### src/rtl/hazard_scoreboard.sv
// Load/RAW hazard scoreboard: tracks DEPTH in-flight destinations behind ID and raises a same-cycle stall.
// Optional stall counter is built when HAZARD_STALL_CNT_EN is defined.
module hazard_scoreboard #(
    parameter int REG_ADDR_W = 5,
    parameter int DEPTH      = 2,
    parameter int CNT_W      = 16
) (
    input  logic                  clk,
    input  logic                  rst,
    input  logic                  forward_EN,
    input  logic                  id_valid,
    input  logic [REG_ADDR_W-1:0] src1_ID,
    input  logic [REG_ADDR_W-1:0] src2_ID,
    input  logic                  is_imm,
    input  logic                  ST_or_BNE,
    input  logic                  is_branch_ID,
    input  logic [REG_ADDR_W-1:0] dest_ID,
    input  logic                  WB_EN_ID,
    input  logic                  MEM_R_EN_ID,
    input  logic                  flush,
    output logic                  hazard_detected
`ifdef HAZARD_STALL_CNT_EN
    ,
    output logic [CNT_W-1:0]      stall_cnt
`endif
);

    logic [DEPTH-1:0]                 valid_q, valid_d;
    logic [DEPTH-1:0][REG_ADDR_W-1:0] dest_q, dest_d;
    logic [DEPTH-1:0]                 wb_en_q, wb_en_d;
    logic [DEPTH-1:0]                 mem_r_q, mem_r_d;
    logic [DEPTH-1:0]                 shift_valid_s;
    logic [DEPTH-1:0]                 match_s;
    logic                             src2_used_s;
    logic                             any_match_s;
    logic                             hazard_s;

    // Per-entry RAW match against the instruction sitting in ID.
    always_comb begin
        src2_used_s = ~is_imm | ST_or_BNE;
        match_s     = {DEPTH{1'b0}};
        for (int k = 0; k < DEPTH; k++) begin
            match_s[k] = valid_q[k] & wb_en_q[k] &
                         (dest_q[k] != {REG_ADDR_W{1'b0}}) &
                         ((src1_ID == dest_q[k]) |
                          (src2_used_s & (src2_ID == dest_q[k])));
        end
        any_match_s = |match_s;
    end

    // With forwarding only branches (resolved in ID) and load-use in EXE must wait.
    always_comb begin
        if (forward_EN) begin
            hazard_s = id_valid & ((is_branch_ID & any_match_s) |
                                   (match_s[0] & mem_r_q[0]));
        end else begin
            hazard_s = id_valid & any_match_s;
        end
    end

    assign hazard_detected = hazard_s;

    // Advance the tracking pipe; a stall injects a bubble and flush kills every entry.
    always_comb begin
        shift_valid_s = valid_q;
        dest_d        = dest_q;
        wb_en_d       = wb_en_q;
        mem_r_d       = mem_r_q;
        for (int k = DEPTH - 1; k > 0; k--) begin
            shift_valid_s[k] = valid_q[k-1];
            dest_d[k]        = dest_q[k-1];
            wb_en_d[k]       = wb_en_q[k-1];
            mem_r_d[k]       = mem_r_q[k-1];
        end
        shift_valid_s[0] = id_valid & ~hazard_s;
        dest_d[0]        = dest_ID;
        wb_en_d[0]       = WB_EN_ID;
        mem_r_d[0]       = MEM_R_EN_ID;
        valid_d          = flush ? {DEPTH{1'b0}} : shift_valid_s;
    end

    // Tracking entry registers.
    always_ff @(posedge clk) begin
        if (rst) begin
            valid_q <= {DEPTH{1'b0}};
            dest_q  <= '0;
            wb_en_q <= {DEPTH{1'b0}};
            mem_r_q <= {DEPTH{1'b0}};
        end else begin
            valid_q <= valid_d;
            dest_q  <= dest_d;
            wb_en_q <= wb_en_d;
            mem_r_q <= mem_r_d;
        end
    end

`ifdef HAZARD_STALL_CNT_EN
    logic [CNT_W-1:0] stall_cnt_q, stall_cnt_d;

    // Saturating count of stalled cycles.
    always_comb begin
        if (hazard_s && (stall_cnt_q != {CNT_W{1'b1}})) begin
            stall_cnt_d = stall_cnt_q + {{(CNT_W-1){1'b0}}, 1'b1};
        end else begin
            stall_cnt_d = stall_cnt_q;
        end
    end

    // Stall counter register.
    always_ff @(posedge clk) begin
        if (rst) begin
            stall_cnt_q <= {CNT_W{1'b0}};
        end else begin
            stall_cnt_q <= stall_cnt_d;
        end
    end

    assign stall_cnt = stall_cnt_q;
`endif

endmodule

### config.mk
export PLATFORM = sky130hd
export DESIGN_NAME = hazard_scoreboard
export DESIGN_NICKNAME = d
export VERILOG_FILES = /design/src/rtl/hazard_scoreboard.sv
export SDC_FILE = /design/constraint.sdc
export NUM_CORES = 1
export LEC_CHECK = 0
export CORE_MARGIN = 1
export CORE_UTILIZATION = 38
export CTS_CLUSTER_SIZE = 12
export DETAILED_ROUTE_END_ITERATION = 8
export GPL_TIMING_DRIVEN = 0
export PLACE_DENSITY = 0.69
export SKIP_LAST_GASP = 1
export SYNTH_ARGS = -nofsm -noshare
export SYNTH_HDL_FRONTEND = slang
export SYNTH_SLANG_ARGS = --single-unit
### constraint.sdc
create_clock -name clk -period 1.3 [get_ports clk]
set_input_delay 0.26 -clock clk [delete_from_list [all_inputs] [get_ports clk]]
set_output_delay 0.26 -clock clk [all_outputs]
set_load 0.005 [all_outputs]
==> impl_results.html <==
<table>
<tr><th>Metric</th><th>Value</th></tr>
<tr><th colspan="2">Power and ir drop</th></tr>
<tr><td>Clock network fraction of total power</td><td>0.265</td></tr>
<tr><td>Leakage Power</td><td>0.000441 µW</td></tr>
<tr><td>Switch Pwr</td><td>228 µW</td></tr>
<tr><td>PD cells</td><td>864 nW/µm²</td></tr>
<tr><td>Worst voltage drop across the vdd grid</td><td>0.618 mV</td></tr>
<tr><td>Gate power share</td><td>0.218</td></tr>
<tr><td>Overall power after layout</td><td>961 µW</td></tr>
<tr><td>Sequential power share</td><td>0.518</td></tr>
<tr><td>Switching share of power</td><td>0.237</td></tr>
<tr><td>Internal Power</td><td>733 µW</td></tr>
<tr><th colspan="2">Routing</th></tr>
<tr><td>Detail Route Antenna Nets</td><td>0</td></tr>
<tr><td>Pre-Repair DR Iteration Count</td><td>3</td></tr>
<tr><td>Post-detailed-route DRC marker count</td><td>0</td></tr>
<tr><td>Ratio of routed vias to standard cells</td><td>4.62</td></tr>
<tr><td>Number of vias after detailed routing</td><td>601</td></tr>
<tr><td>Total wire length</td><td>1600 µm</td></tr>
<tr><td>Initial detailed-routing violation count</td><td>6</td></tr>
<tr><td>Per-cell routed wire length</td><td>12.3 µm</td></tr>
<tr><th colspan="2">Yosys</th></tr>
<tr><td>Share of flip-flops with an asynchronous set or reset</td><td>0</td></tr>
<tr><td>Top cells by instance count after synthesis</td><td>xnor2_1, dfxtp_1, nor2b_1</td></tr>
<tr><td>Library cell occupying the most area in the post-synthesis netlist</td><td>dfxtp_1</td></tr>
<tr><td>Synthesized area divided by synthesized cell count</td><td>9.70 µm²</td></tr>
<tr><td>Post-synthesis sequential area ratio</td><td>0.430</td></tr>
<tr><td>Post-synth EDFFs</td><td>0</td></tr>
<tr><td>Top area cells in the synthesized netlist</td><td>dfxtp_1, xnor2_1, nor2b_1</td></tr>
<tr><td>YS warnings</td><td>0</td></tr>
<tr><td>Area share of the leading cell type in the synthesized netlist</td><td>0.430</td></tr>
<tr><td>Synthesized instance count</td><td>72</td></tr>
<tr><td>Synthesized flop and latch total</td><td>15</td></tr>
<tr><td>Post-synthesis cell area</td><td>698 µm²</td></tr>
<tr><td>Syn_nets</td><td>97</td></tr>
<tr><td>Cell with the most instances after synthesis</td><td>xnor2_1</td></tr>
<tr><td>Cell variety after synth</td><td>18</td></tr>
<tr><td>Primary flip-flop cell chosen by synthesis mapping</td><td>dfxtp_1</td></tr>
<tr><th colspan="2">STA</th></tr>
<tr><td>Max Slew Vio Count</td><td>0</td></tr>
<tr><td>Worst slew margin relative to its limit</td><td>0.745</td></tr>
<tr><td>RSZ-0062 raised after global routing</td><td>yes</td></tr>
<tr><td>Endpoints failing hold</td><td>0</td></tr>
<tr><td>Setup ws final</td><td>-0.515 ns</td></tr>
<tr><td>Final period util</td><td>1.40</td></tr>
<tr><td>Fin Clk Skew</td><td>0.00301 ns</td></tr>
<tr><td>Final period demand of the worst path</td><td>1.82 ns</td></tr>
<tr><td>Least-Margin Pin Slew</td><td>0.382 ns</td></tr>
<tr><td>Highest clock rate</td><td>551 MHz</td></tr>
<tr><td>Setup violators final</td><td>2</td></tr>
<tr><td>Final TNS setup</td><td>-0.532 ns</td></tr>
<tr><th colspan="2">Clocking</th></tr>
<tr><td>Clock insertion delay at the later pin of the skew report</td><td>0.28 ns</td></tr>
<tr><td>Clock slew at the register clock pins of the worst setup and hold paths</td><td>0.08 ns</td></tr>
<tr><td>TritonCTS clock tree</td><td>done</td></tr>
<tr><td>Root Buffer Master</td><td>clkbuf_4</td></tr>
<tr><td>Clock buffer depth</td><td>2</td></tr>
<tr><td>Quantity of hold-fixing buffers added after cts</td><td>0</td></tr>
<tr><td>Clock tree sinks</td><td>15</td></tr>
<tr><td>CTS H-tree lvls</td><td>1</td></tr>
<tr><td>CTS buffer count</td><td>3</td></tr>
<tr><th colspan="2">Worst setup path</th></tr>
<tr><td>Cell type group with the largest total delay on the critical path</td><td>flip-flops</td></tr>
<tr><td>Timing startpoint of the critical path</td><td>dest_q[5]</td></tr>
<tr><td>Biggest fanout along the worst timing path</td><td>3</td></tr>
<tr><td>Required time worst endpoint</td><td>1.04 ns</td></tr>
<tr><td>Crit start category</td><td>flop</td></tr>
<tr><td>Number of buffers and inverters on the critical path</td><td>1</td></tr>
<tr><td>Launch instance of the worst register-to-register path</td><td>dest_q[5]</td></tr>
<tr><td>Category of the critical setup timing path</td><td>flop to output pin</td></tr>
<tr><td>Crit path capture type</td><td>output pin</td></tr>
<tr><td>Slowest cell on crit path</td><td>dfxtp_4</td></tr>
<tr><td>Max stage delay on crit path</td><td>0.37 ns</td></tr>
<tr><td>CP arrival</td><td>1.56 ns</td></tr>
<tr><td>Critical path, cell by cell</td><td>xnor2_1 &gt; nand3_1 &gt; o32ai_2 &gt; a22oi_1 &gt; nor2b_1 &gt; buf_2</td></tr>
<tr><th colspan="2">Floorplanning</th></tr>
<tr><td>Area of the placeable core</td><td>1730 µm²</td></tr>
<tr><td>Number of placement rows</td><td>15</td></tr>
<tr><td>Starting density of the core</td><td>0.404</td></tr>
<tr><td>Area enclosed by the die boundary</td><td>2010 µm²</td></tr>
<tr><td>Vertical extent of the die</td><td>44.9 µm</td></tr>
<tr><td>DIE WIDTH</td><td>44.9 µm</td></tr>
<tr><td>Top-level port count</td><td>26</td></tr>
<tr><th colspan="2">Global routing</th></tr>
<tr><td>Antenna violations before repair</td><td>0</td></tr>
<tr><td>Total routing usage reported by global routing</td><td>0.195</td></tr>
<tr><td>Total congestion overflow</td><td>0</td></tr>
<tr><td>Vias in the first global route</td><td>652</td></tr>
<tr><td>Largest net degree at the start of global routing</td><td>11</td></tr>
<tr><td>Global-route wire length before repair</td><td>2690 µm</td></tr>
<tr><th colspan="2">Place</th></tr>
<tr><td>Number of buffers inserted by port buffering</td><td>25</td></tr>
<tr><td>Post-place instance area</td><td>990 µm²</td></tr>
<tr><td>Worst Setup Slack post-DPL</td><td>-1.05 ns</td></tr>
<tr><td>Half-perimeter wire length after detailed placement</td><td>1090 µm</td></tr>
<tr><td>Placer Congestion</td><td>0.780</td></tr>
<tr><th colspan="2">Hold path</th></tr>
<tr><td>Hold Crit Class</td><td>flop to flop</td></tr>
<tr><td>Worst hold start</td><td>wb_en_q[0]</td></tr>
<tr><th colspan="2">Run status</th></tr>
<tr><td>Run status</td><td>complete, but fails checks</td></tr>
<tr><td>Failing checks</td><td>setup timing</td></tr>
<tr><th colspan="2">Layout</th></tr>
<tr><td>Post-route cell area</td><td>1110 µm²</td></tr>
<tr><td>P&amp;R area growth vs syn</td><td>59.3%</td></tr>
<tr><td>Number of inserted diodes</td><td>0</td></tr>
<tr><td>Count of nets after finishing</td><td>131</td></tr>
<tr><td>Fraction of final layout cells with drive strength greater than 1</td><td>0.238</td></tr>
<tr><td>Final standard cell utilization of the core</td><td>0.644</td></tr>
<tr><th colspan="2">Run</th></tr>
<tr><td>Maxcap violations</td><td>0</td></tr>
</table>
## metrics by stage
| stage | std cells | hold slack (ns) |
|---|---|---|
| after floorplan | 72 | 0.324 |
| after global placement | 122 | 0.452 |
| after detailed placement | 122 | 0.461 |
| after CTS | 130 | 0.473 |
| after global routing | 130 | 0.493 |
| final | 130 | 0.470 |
## layout by cell type, fill, tap and decap left out
cell,Yosys,final
clkdlybuf4s50_1,0,16
nor2b_1,15,15
xnor2_1,18,11
xnor2_2,0,7
dfxtp_1,15,7
dlygate4sd2_1,0,5
dfxtp_4,0,4
dfxtp_2,0,4
buf_4,0,4
nor2_1,3,3
nand3_1,3,3
clkbuf_4,0,3
dlymetal6s2s_1,0,3
nor3_1,2,2
a21oi_1,2,2
nand4_1,2,2
xor2_1,2,2
nand2_1,2,2
o32ai_2,1,2
clkbuf_1,1,2
nand2b_1,1,1
o211ai_1,1,1
a22oi_1,1,1
and3_1,1,1
and2_1,1,1
buf_2,0,1
## state kept, by name (all words and copies together) (netlist names)
| name | cells |
|---|---|
| dest_q | 5 |
| mem_r_q | 1 |
| dest_d | 5 |
| valid_q | 2 |
| wb_en_q | 2 |
## worst paths after layout
check / cells past startpoint / end / slack [ns]
worst max register to register: 5 / valid_q[0] / -0.02
worst min-delay path: 1 / wb_en_q[1] / 0.47
worst min register to register: 1 / wb_en_q[1] / 0.47
worst max-delay path: 6 / hazard_detected / -0.52
## power groups by stage
stage / registers (µW) / logic (µW) / clock network [µW]
finish: 497 / 209 / 254
global route: 501 / 228 / 299
CTS: 498 / 198 / 267
detailed placement: 516 / 178 / 0
global placement: 515 / 175 / 0
floorplan: 509 / 86.8 / 0
## routing by layer
metal | GRT usage | part of all wire
met1 | 0.222 | 0.42
met2 | 0.332 | 0.54
met3 | 0.0360 | 0.034
met4 | 0.127 | 0.011
met5 | 0 | 0
## cell type report
| cell class | instances | area (µm²) |
|---|---|---|
| plain buffers | 1 | 3.75 |
| clock buffers | 4 | 26.3 |
| fillers | 173 | 614 |
| multi-input cells | 56 | 454 |
| flip-flops and latches | 15 | 320 |
| well taps | 25 | 31.3 |
| repair buffers | 29 | 277 |
## kinds of logic (layout without fill, tap and decap cells)
group | count (synthesis) | count (layout) | share of synthesized area
AND/OR/NAND/NOR | 30 | 30 | 0.242
buffers and inverters | 1 | 34 | 0.00537
AO/OA/AOI/OAI | 6 | 6 | 0.0717
flip-flops | 15 | 15 | 0.430
XOR/XNOR | 20 | 20 | 0.251
## timing repair
item / CTS / global route
pin swaps: 8 / 8
endpoints found under the setup margin: 2 / 2
resized for setup: 16 / 8
setup buffers: 4 / 0
(Power assumes the default switching activity.)
